## src/rtl/enc_pkg.sv

```systemverilog
`default_nettype none
// ============================================================================
// Package     : enc_pkg
// Description : Shared types and helpers for the scan-style priority encoders.
// Revision    : 1.0 - initial release
// ============================================================================
package enc_pkg;

  // Scan FSM state encoding: IDLE waits for a vector, SCAN drains it
  typedef enum logic {
    ST_IDLE = 1'b0,
    ST_SCAN = 1'b1
  } state_e;

  // Ceiling log2, used at elaboration time to size index ports
  function automatic int clog2(input int value);
    int r;
    r = 0;
    for (int v = value - 1; v > 0; v = v >> 1) begin
      r++;
    end
    return r;
  endfunction

endpackage
`default_nettype wire

```

## src/rtl/prio_enc_core.sv

```systemverilog
`default_nettype none
// ============================================================================
// Module      : prio_enc_core
// Description : Combinational priority encoder. Reports the index of the
//               highest-priority set bit, whether any bit is set, and whether
//               exactly one bit is set.
// Revision    : 1.0 - initial release
// ============================================================================
module prio_enc_core #(
  parameter  int W         = 8,
  parameter  bit MSB_FIRST = 1'b1,
  localparam int IW        = enc_pkg::clog2(W)
) (
  input  logic [W-1:0]  vec_i,
  output logic [IW-1:0] idx_o,
  output logic          any_o,
  output logic          one_o
);

  localparam logic [W-1:0] c_one = W'(1);

  generate
    if (MSB_FIRST) begin : g_msb_first
      // Ascending scan: the last set bit seen (the highest) wins
      always_comb begin
        idx_o = '0;
        for (int i = 0; i < W; i++) begin
          if (vec_i[i]) idx_o = IW'(i);
        end
      end
    end else begin : g_lsb_first
      // Descending scan: the last set bit seen (the lowest) wins
      always_comb begin
        idx_o = '0;
        for (int i = W - 1; i >= 0; i--) begin
          if (vec_i[i]) idx_o = IW'(i);
        end
      end
    end
  endgenerate

  // Single-bit test: clearing the lowest set bit leaves nothing behind
  assign any_o = |vec_i;
  assign one_o = any_o && ((vec_i & (vec_i - c_one)) == '0);

endmodule
`default_nettype wire

```

## src/rtl/priority_scan_encoder.sv

```systemverilog
`default_nettype none
// ============================================================================
// Module      : priority_scan_encoder
// Description : Handshaked priority encoder that stores a request vector and
//               emits the index of every set bit, one per beat, in priority
//               order. An all-zero vector produces a single flagged beat.
// Revision    : 1.0 - initial release
// ============================================================================
module priority_scan_encoder
  import enc_pkg::*;
#(
  parameter  int W         = 8,
  parameter  bit MSB_FIRST = 1'b1,
  localparam int IW        = clog2(W)
) (
  input  logic          clk,
  input  logic          rst_n,
  input  logic          abort,
  input  logic          in_valid,
  output logic          in_ready,
  input  logic [W-1:0]  in_vec,
  output logic          out_valid,
  input  logic          out_ready,
  output logic [IW-1:0] out_idx,
  output logic          out_last,
  output logic          out_zero,
  output logic          busy
);

  localparam logic [W-1:0] c_one = W'(1);

  state_e        state_q;
  logic [W-1:0]  pend_q;
  logic [W-1:0]  pend_d;
  logic          zflag_q;

  logic [IW-1:0] w_idx;
  logic          w_any;
  logic          w_one;
  logic          w_scan;
  logic          w_last;

  prio_enc_core #(
    .W         (W),
    .MSB_FIRST (MSB_FIRST)
  ) u_core (
    .vec_i (pend_q),
    .idx_o (w_idx),
    .any_o (w_any),
    .one_o (w_one)
  );

  assign w_scan = (state_q == ST_SCAN);

  // Final beat: zero vector, a single remaining bit, or (defensively) nothing left
  assign w_last = zflag_q | w_one | ~w_any;

  // Pending vector with the bit being emitted this beat removed
  assign pend_d = pend_q & ~(c_one << w_idx);

  // Accept in IDLE, or on the final beat's handshake for zero-bubble reload
  assign in_ready = ~abort & (~w_scan | (out_ready & w_last));

  assign out_valid = w_scan;
  assign busy      = w_scan;
  assign out_idx   = w_scan ? w_idx : '0;
  assign out_last  = w_scan & w_last;
  assign out_zero  = w_scan & zflag_q;

  // Scan FSM with pending-vector and zero-flag registers; reset beats abort
  always_ff @(posedge clk) begin
    if (!rst_n) begin
      state_q <= ST_IDLE;
      pend_q  <= '0;
      zflag_q <= 1'b0;
    end else if (abort) begin
      state_q <= ST_IDLE;
      pend_q  <= '0;
      zflag_q <= 1'b0;
    end else begin
      case (state_q)
        ST_IDLE: begin
          if (in_valid) begin
            state_q <= ST_SCAN;
            pend_q  <= in_vec;
            zflag_q <= (in_vec == '0);
          end
        end
        ST_SCAN: begin
          if (out_ready) begin
            if (!w_last) begin
              pend_q <= pend_d;
            end else if (in_valid) begin
              pend_q  <= in_vec;
              zflag_q <= (in_vec == '0);
            end else begin
              state_q <= ST_IDLE;
              pend_q  <= '0;
              zflag_q <= 1'b0;
            end
          end
        end
        default: begin
          state_q <= ST_IDLE;
          pend_q  <= '0;
          zflag_q <= 1'b0;
        end
      endcase
    end
  end

endmodule
`default_nettype wire

```

## config.mk

```make
export PLATFORM = sky130hd
export DESIGN_NAME = priority_scan_encoder
export DESIGN_NICKNAME = d
export VERILOG_FILES = /design/src/rtl/enc_pkg.sv /design/src/rtl/prio_enc_core.sv /design/src/rtl/priority_scan_encoder.sv
export SDC_FILE = /design/constraint.sdc
export NUM_CORES = 1
export LEC_CHECK = 0
export BUFFER_PORTS_ARGS = -buffer_cell sky130_fd_sc_hd__buf_2
export CAP_MARGIN = 15
export CORE_UTILIZATION = 50
export CTS_CLUSTER_DIAMETER = 40
export DETAILED_ROUTE_END_ITERATION = 10
export PLACE_DENSITY = 0.8
export SLEW_MARGIN = 20
export SYNTH_ARGS = -nofsm -noshare
export SYNTH_HDL_FRONTEND = slang
export SYNTH_SLANG_ARGS = --single-unit
```

## constraint.sdc

```tcl
create_clock -name clk -period 2.4 [get_ports clk]
set_clock_uncertainty 0.2 [all_clocks]
set_input_delay 0.24 -clock clk [delete_from_list [all_inputs] [get_ports clk]]
set_output_delay 0.24 -clock clk [all_outputs]
set_load 0.05 [all_outputs]
```

After elaboration in Yosys (flattened, before gate mapping):

Index checks and enable logic that the tools add are counted.

* logic and storage cells: 51
* input bits: 13
* flip-flop bits (word level): 10
* output and inout bits: 8

* reduce and logical (&&, ||, !) cells: 7
* equal/unequal tests: 3
* add/sub/neg operators: 1
* shift-type cells: 1
* mux-type cells: 22
* bitwise operators: 14

Operator list (number)
* two-way mux 8 bit: 4
* bitwise AND 8 bit: 2
* zero test 8 bit: 2
* case mux 8 bit (2 select lines): 1
* two-way mux 3 bit: 5
* two-way mux 1 bit: 8
* NOT 8 bit: 1
* OR reduction 8 bit: 1
* left shift 1 x 3 -> 8 bit (first input constant): 1
* subtractor 8 x 1 -> 8 bit (second input constant): 1
* bitwise AND 1 bit: 4
* two-way mux 2 bit: 2
* inequality test 2 bit (second input constant): 2
* NOT 1 bit: 4
* case mux 1 bit (2 select lines): 2
* bitwise OR 1 bit: 3
* AND reduction 3 bit: 1
* inequality test 2 x 1 -> 1 bit (second input constant): 1
* AND reduction 2 bit: 1
* OR reduction 2 bit: 1
* logical AND 1 bit: 1

Longest topological paths before layout:

Gate-level depths: netlist of the first run.

* depth after elaboration: 13
* gate-level depth with buffers: 6

By module:

From an unflattened synthesis of the first run, not the netlist that was laid out.

* cell total of the unflattened synthesis: 83
* area, all modules: 704.4 µm²

Modules (own cells, without submodules)
* priority_scan_encoder: cells an instance 59, area each 553.0 µm², instances 1
* prio_enc_core: cells an instance 24, area each 151.4 µm², instances 1

Worst setup path after synthesis of the first run:

OpenSTA, ideal clock, no wires.

* path kind: flip-flop to output port
* start: register pend_q[0]
* end: output in_ready
* data arrival time: 2.427 ns
* required time: 1.960 ns
* stages on the path, launching flop included: 6
* buffers on the path: 0
* setup slack: -0.467 ns
* cell sequence: dfxtp_1 or4_4 a2111oi_4 o41a_2 a21o_2 nor2b_1

* cells in the longest elaborated chain, start to end: 9

Ends and longest elaborated chain
* start: declaration: line priority_scan_encoder.sv:33 `logic [W-1:0] pend_q;`
* start signal: assignment: line priority_scan_encoder.sv:85 `pend_q <= in_vec;`
* start signal: assignment: line priority_scan_encoder.sv:92 `pend_q <= pend_d;`
* start signal: assignment: line priority_scan_encoder.sv:94 `pend_q <= in_vec;`
* subtractor 8 x 1 -> 8 bit: line prio_enc_core.sv:44 `assign one_o = any_o && ((vec_i & (vec_i - c_one)) == '0);`
* bitwise AND 8 bit: line prio_enc_core.sv:44
* zero test 8 bit: line prio_enc_core.sv:44
* logical AND 1 bit: line prio_enc_core.sv:44
* bitwise OR 1 bit: line priority_scan_encoder.sv:56 `assign w_last = zflag_q | w_one | ~w_any;`
* bitwise OR 1 bit (*): line priority_scan_encoder.sv:56
* bitwise AND 1 bit (*): line priority_scan_encoder.sv:62 `assign in_ready = ~abort & (~w_scan | (out_ready & w_last));`
* bitwise OR 1 bit (*): line priority_scan_encoder.sv:62
* bitwise AND 1 bit (*): line priority_scan_encoder.sv:62
* end: declaration: line priority_scan_encoder.sv:20 `output logic in_ready,`

Every way passes the cells marked *; elsewhere a longest branch is shown, timed or not.

Final worst setup path of the first run:

Ends and elaborated chain as after synthesis.

==> flow_summary.json, run 1 <==
{
  "r2r_slack_ns": 0.10,
  "insertedDiodeCount": 0,
  "dieArea_mm2": 0.001658,
  "p_leak_nw": 0.4232,
  "r2r-end": "pend_q[5]",
  "final_area_mm2": 0.001039,
  "initial_core_util_pct": 55.51,
  "crit_path_end_kind": "output pin",
  "synthArstFlopShare_pct": 0,
  "fmax_ghz": 0.3853,
  "gp_congestion": 0.7820,
  "drc_errors": 0,
  "synth_edf_count": 0,
  "crit_chain": "or4_4 > a2111oi_4 > o41a_2 > a21o_2 > nor2b_4 > buf_6",
  "hp-start": "in_vec[7]",
  "holdPathEnd": "pend_q[7]",
  "status": "finished, violations left",
  "finalPower_mw": 0.4986,
  "final_cells": 133,
  "post_dp_cell_area_um2": 922.1,
  "grt_pass1_wl_um": 3429,
  "rr_worst_depth": 6,
  "rr_startpoint": "pend_q[0]",
  "cts_hold_buf": 0,
  "crit_path_start_kind": "flop",
  "synthTopCellsByArea": "dfxtp_1 (27%), a21oi_1 (4.7%), nor4_1 (4.2%), a221oi_2 (4.0%), nor2_1 (4.0%)",
  "synth_cells": 90,
  "hp-class": "in2reg",
  "synthesis.nets": 103,
  "critPathSlowestCell": "or4_4",
  "drt_iter0_drc": 53,
  "dp_cells": 128,
  "finalSetupViolations": 2,
  "via_count": 892,
  "ys_seq_area_share_pct": 26.71,
  "ant_nets": 0,
  "ys_types": 39,
  "die_h_um": 40.72,
  "grt_usage_pct": 32.28,
  "core_area_mm2": 0.001350,
  "path_clk_slew_ns": 0.07,
  "areaGrowthSynthToFinish_pct": 38.56,
  "finalCriticalPeriod_ns": 2.596,
  "max_stage_delay_ns": 0.61,
  "post_drt_wl_per_cell_um": 16.98,
  "fin_setup_tns_ns": -0.3573,
  "grt-ovfl-total": 0,
  "dr.pass1.iters": 4,
  "via_per_inst": 6.707,
  "path_class": "reg2out",
  "synth_top_cell_by_area": "dfxtp_1",
  "cts_inserted_buffers": 3,
  "critPathBufInv": 1,
  "post-route-util_pct": 76.92,
  "portBuffers": 20,
  "syn_avg_cell_area_um2": 8.327,
  "antenna_found_initial": 0,
  "cts_tree": "built",
  "failed_checks": "setup timing",
  "cts-root-buf": "clkbuf_4",
  "max-slew-margin-rel_pct": 65.01,
  "ir_worst_vdd_mv": 0.4018,
  "power.density_mw_per_mm2": 480.1,
  "setup_ws_ns": -0.1957,
  "fin_nets": 132,
  "worst-endpoint-required_ns": 1.96,
  "fin_crit_sh_pct": 108.2,
  "cts_sinks": 10,
  "drv_cap": 0,
  "synth_warnings": 0,
  "yosysTopAreaCellShare_pct": 26.71,
  "cp_max_fo": 5,
  "synth.ff_latch_count": 10,
  "synthFlopType": "dfxtp_1",
  "io_pins": 21,
  "worst_slew_pin_slew_ns": 0.5241,
  "dp_hpwl_um": 1542,
  "critical-path-top-delay-family": "simple AND/OR/NAND/NOR gates",
  "synth_area_um2": 749.5,
  "grt_max_degree": 12,
  "finalMaxSlewViolations": 0,
  "rsz0062_at_grt": "yes",
  "cts_max_level": 1,
  "rows": 13,
  "holdPathStages": 2,
  "crit_arrival_ns": 2.16,
  "hold_viol": 0,
  "wl_um": 2258,
  "crit_cells": 6,
  "grt_pass1_vias": 762,
  "die_w_um": 40.72,
  "clock_latency_ns": 0.27,
  "layout-drive-gt1-share_pct": 44.92,
  "clk_path_buf_depth": 2
}
## cell usage after synthesis (2+ instances only)
cell,n
a32o_1,2
o41ai_1,3
nor4_1,5
a211oi_1,2
o2111ai_1,3
a21oi_1,7
clkbuf_1,4
a221oi_2,2
a31o_1,2
o21ai_0,4
nor2b_1,2
or4_1,2
o21ai_1,2
nand2_1,5
nor2_1,8
nand2b_1,2
dfxtp_1,10
inv_1,4
## metrics by stage
step / hold slack, ns / setup WS (ns)
after floorplan: 0.1741 / -0.06853
after detailed placement: 0.2828 / -0.002110
after CTS: 0.002355 / -0.1623
after global routing: 0.01111 / -0.2383
final: 0.009787 / -0.1957
after global placement: 0.2814 / 0.04156
## worst max-delay path by stage
stage | endpoint | from | slack (ns)
floorplan | in_ready | pend_q[0] | -0.07
global placement | in_ready | pend_q[0] | 0.04
detailed placement | in_ready | pend_q[0] | -0.002
CTS | in_ready | pend_q[3] | -0.16
global route | in_ready | pend_q[0] | -0.24
finish | in_ready | pend_q[0] | -0.20
## cell type report
class                      instances  area (um2)
clock buffer                       4       36.28
sequential                        10       202.7
timing repair buffer              30       187.7
multi-input combinational         70       578.1
tap                               15       18.77
fill                              99       311.5
inverter                           4       15.01
## layout by cell type, fill, tap and decap left out, types with 3 or more instances in the layout
cell type	count
dfxtp_1	8
buf_2	18
buf_4	10
nor2_1	7
inv_1	4
o21ai_0	4
clkbuf_4	3
o2111ai_1	3
nand2_1	5
a21oi_1	6
## sequential cells by signal, summed over array words and instances, names as in the netlist
signal and flops:
pend_q 8, busy 1, zflag_q 1
## metal layers
layer	global-route usage (%)	wire length (um)	up-vias
li1	-	-	420
met1	40.26	933	406
met2	55.16	1059	62
met3	3.261	217	4
met4	15.00	48	0
met5	0	0	-
## power breakdown
part / internal, mW / switching (mW)
clock network: 0.0923 / 0.0647
logic: 0.0647 / 0.0916
registers: 0.172 / 0.0131
## what timing repair did
item                                    CTS  global route
resized for setup                         8             5
endpoints found under the setup margin    2             8
cloned                                    0             0
pin swaps                                 4             3
buffers inserted                          1             0
## cells by family after synthesis
logic type,share of synthesized area [%]
compound gates,42.58
buf+inv,5.675
flops,26.71
mux,2.838
simple gates,22.21
Note: power is estimated with default switching activity, not from simulation.
==> run 2, diff against run 1 <==
--- a/config.mk
+++ b/config.mk
@@ -11,6 +11,7 @@
 export CTS_CLUSTER_DIAMETER = 40
 export DETAILED_ROUTE_END_ITERATION = 10
 export PLACE_DENSITY = 0.8
+export SETUP_SLACK_MARGIN = 0.2
 export SLEW_MARGIN = 20
 export SYNTH_ARGS = -nofsm -noshare
 export SYNTH_HDL_FRONTEND = slang
==> flow_summary.json, run 2 (synthesis results as in run 1) <==
{
  "switchingPower_mw": 0.1515,
  "r2r-end": "pend_q[6]",
  "die_h_um": 40.72,
  "status": "finished, violations left",
  "finalMaxSlewViolations": 0,
  "gp_congestion": 0.7826,
  "fin_setup_tns_ns": -0.2392,
  "fmax_ghz": 0.3957,
  "path_class": "reg2out",
  "failed_checks": "setup timing",
  "worst-endpoint-required_ns": 1.96,
  "grt_max_degree": 12,
  "crit_arrival_ns": 2.09,
  "path_clk_slew_ns": 0.08,
  "grt_pass1_vias": 706,
  "max_stage_delay_ns": 0.57,
  "top_layer": "met4",
  "rr_worst_depth": 6,
  "drt_iter0_drc": 12,
  "dp_cells": 126,
  "layout-drive-gt1-share_pct": 42.61,
  "io_pins": 21,
  "grt_pass1_wl_um": 3187,
  "holdPathStages": 2,
  "post-route-util_pct": 72.85,
  "worst_slew_pin_slew_ns": 0.8384,
  "wl_um": 2059,
  "rr_startpoint": "pend_q[5]",
  "insertedDiodeCount": 0,
  "cp_max_fo": 5,
  "finalSetupViolations": 2,
  "cts_max_level": 1,
  "drc_errors": 0,
  "portBuffers": 20,
  "ir_worst_vdd_mv": 0.2575,
  "cts_inserted_buffers": 3,
  "r2r_slack_ns": 0.09,
  "route.met3.wl_um": 57,
  "finalPower_mw": 0.4381,
  "post_drt_wl_per_cell_um": 15.84,
  "critical-path-top-delay-family": "simple AND/OR/NAND/NOR gates",
  "crit_chain": "or4_4 > a2111oi_4 > o41a_2 > a21o_4 > nor2b_4 > buf_6",
  "largest_reg_flops": 8,
  "critPathBufInv": 1,
  "cts-root-buf": "clkbuf_4",
  "ff_latch_area_um2": 201.4,
  "via_per_inst": 6.462,
  "max_flop_register": "pend_q",
  "initial_core_util_pct": 55.51,
  "rows": 13,
  "hp-start": "in_vec[7]",
  "cts_sinks": 10,
  "antenna_found_initial": 0,
  "fin_nets": 130,
  "grt_usage_pct": 29.01,
  "dr.pass1.iters": 4,
  "grt-ovfl-total": 0,
  "layout_common_cells": "buf_2 (18), dfxtp_1 (9), buf_4 (8), nor2_1 (6)",
  "critPathSlowestCell": "or4_4",
  "met2_length_um": 1044,
  "crit_path_start_kind": "flop",
  "areaGrowthSynthToFinish_pct": 31.22,
  "hold_viol": 0,
  "rsz0062_at_grt": "yes",
  "setup_ws_ns": -0.1273,
  "final_cells": 130,
  "ant_nets": 0,
  "power.density_mw_per_mm2": 445.5,
  "internal-power_mw": 0.2867,
  "clock_latency_ns": 0.27,
  "via_count": 840,
  "met1_length_um": 950,
  "clkPwrFrac_pct": 27.0,
  "hp-class": "in2reg",
  "nFillCells": 111,
  "p_seq_share_pct": 41.7,
  "drv_cap": 0,
  "cts_hold_buf": 0,
  "final_common_cell": "buf_2",
  "p_leak_nw": 0.3817,
  "multi_input_area_um2": 553.0,
  "cts_tree": "built",
  "core_area_mm2": 0.001350,
  "die_w_um": 40.72,
  "holdPathEnd": "pend_q[7]",
  "swShare_pct": 34.57,
  "pwr-share-comb_pct": 31.3,
  "clk_path_buf_depth": 2,
  "max-slew-margin-rel_pct": 43.59,
  "dieArea_mm2": 0.001658,
  "dp_hpwl_um": 1628,
  "crit_path_end_kind": "output pin",
  "fin_crit_sh_pct": 105.3,
  "finalCriticalPeriod_ns": 2.527
}
==> run 2: routing by layer <==
| layer | track usage (%) | up-vias |
|---|---|---|
| li1 | - | 415 |
| met1 | 36.60 | 404 |
| met2 | 51.19 | 19 |
| met3 | 3.804 | 2 |
| met4 | 7.500 | 0 |
| met5 | 0 | - |
==> run 2: cell type report <==
type,count,share of cell area (%)
sequential,10,20.48
multi-input combinational,70,56.23
inverter,4,1.527
timing repair buffer,28,17.56
clock buffer,3,2.290
tap,15,1.908
==> run 2: per-stage QoR <==
step | instance area (um2) | hold slack (ns) | worst slack, ns
final | 983.4 | 0.01532 | -0.1273
after detailed placement | 933.4 | 0.2859 | 0.04052
after floorplan | 789.5 | 0.1741 | 0.02584
after CTS | 977.2 | 0.01954 | -0.1123
after global placement | 933.4 | 0.2810 | 0.07680
after global routing | 983.4 | 0.02463 | -0.1871
==> run 2: timing repair <==
action                     CTS  global route
resized for setup            5             1
setup endpoints to repair    8            12
pin swaps                    2             1
gates cloned                 0             0
setup buffers                1             0
==> run 2: worst max-delay path by stage <==
| stage | from | endpoint | slack (ns) | cells past startpoint |
|---|---|---|---|---|
| 3_3_place_gp | pend_q[0] | in_ready | 0.08 | 6 |
| 6_report | pend_q[1] | in_ready | -0.13 | 6 |
| 4_1_cts | pend_q[1] | in_ready | -0.11 | 6 |
| 5_1_grt | pend_q[1] | in_ready | -0.19 | 6 |
| 2_1_floorplan | pend_q[0] | in_ready | 0.03 | 5 |
| 3_5_place_dp | pend_q[0] | in_ready | 0.04 | 6 |
==> run 2: worst reg2reg max path, stage by stage, from the launching register on <==
cell and delay (ns):
dfxtp_1 0.46, buf_4 0.20, a2111oi_4 0.05, buf_4 0.16
nor4_1 0.72, nor3_2 0.13, a32o_1 0.30
==> run 2: power by group through the flow <==
stage | combinational (mW) | sequential, mW | clock [mW]
after floorplan | 0.0923 | 0.183 | 0
after global placement | 0.125 | 0.185 | 0
after detailed placement | 0.129 | 0.186 | 0
after CTS | 0.135 | 0.182 | 0.116
after global routing | 0.148 | 0.184 | 0.124
final | 0.137 | 0.183 | 0.118
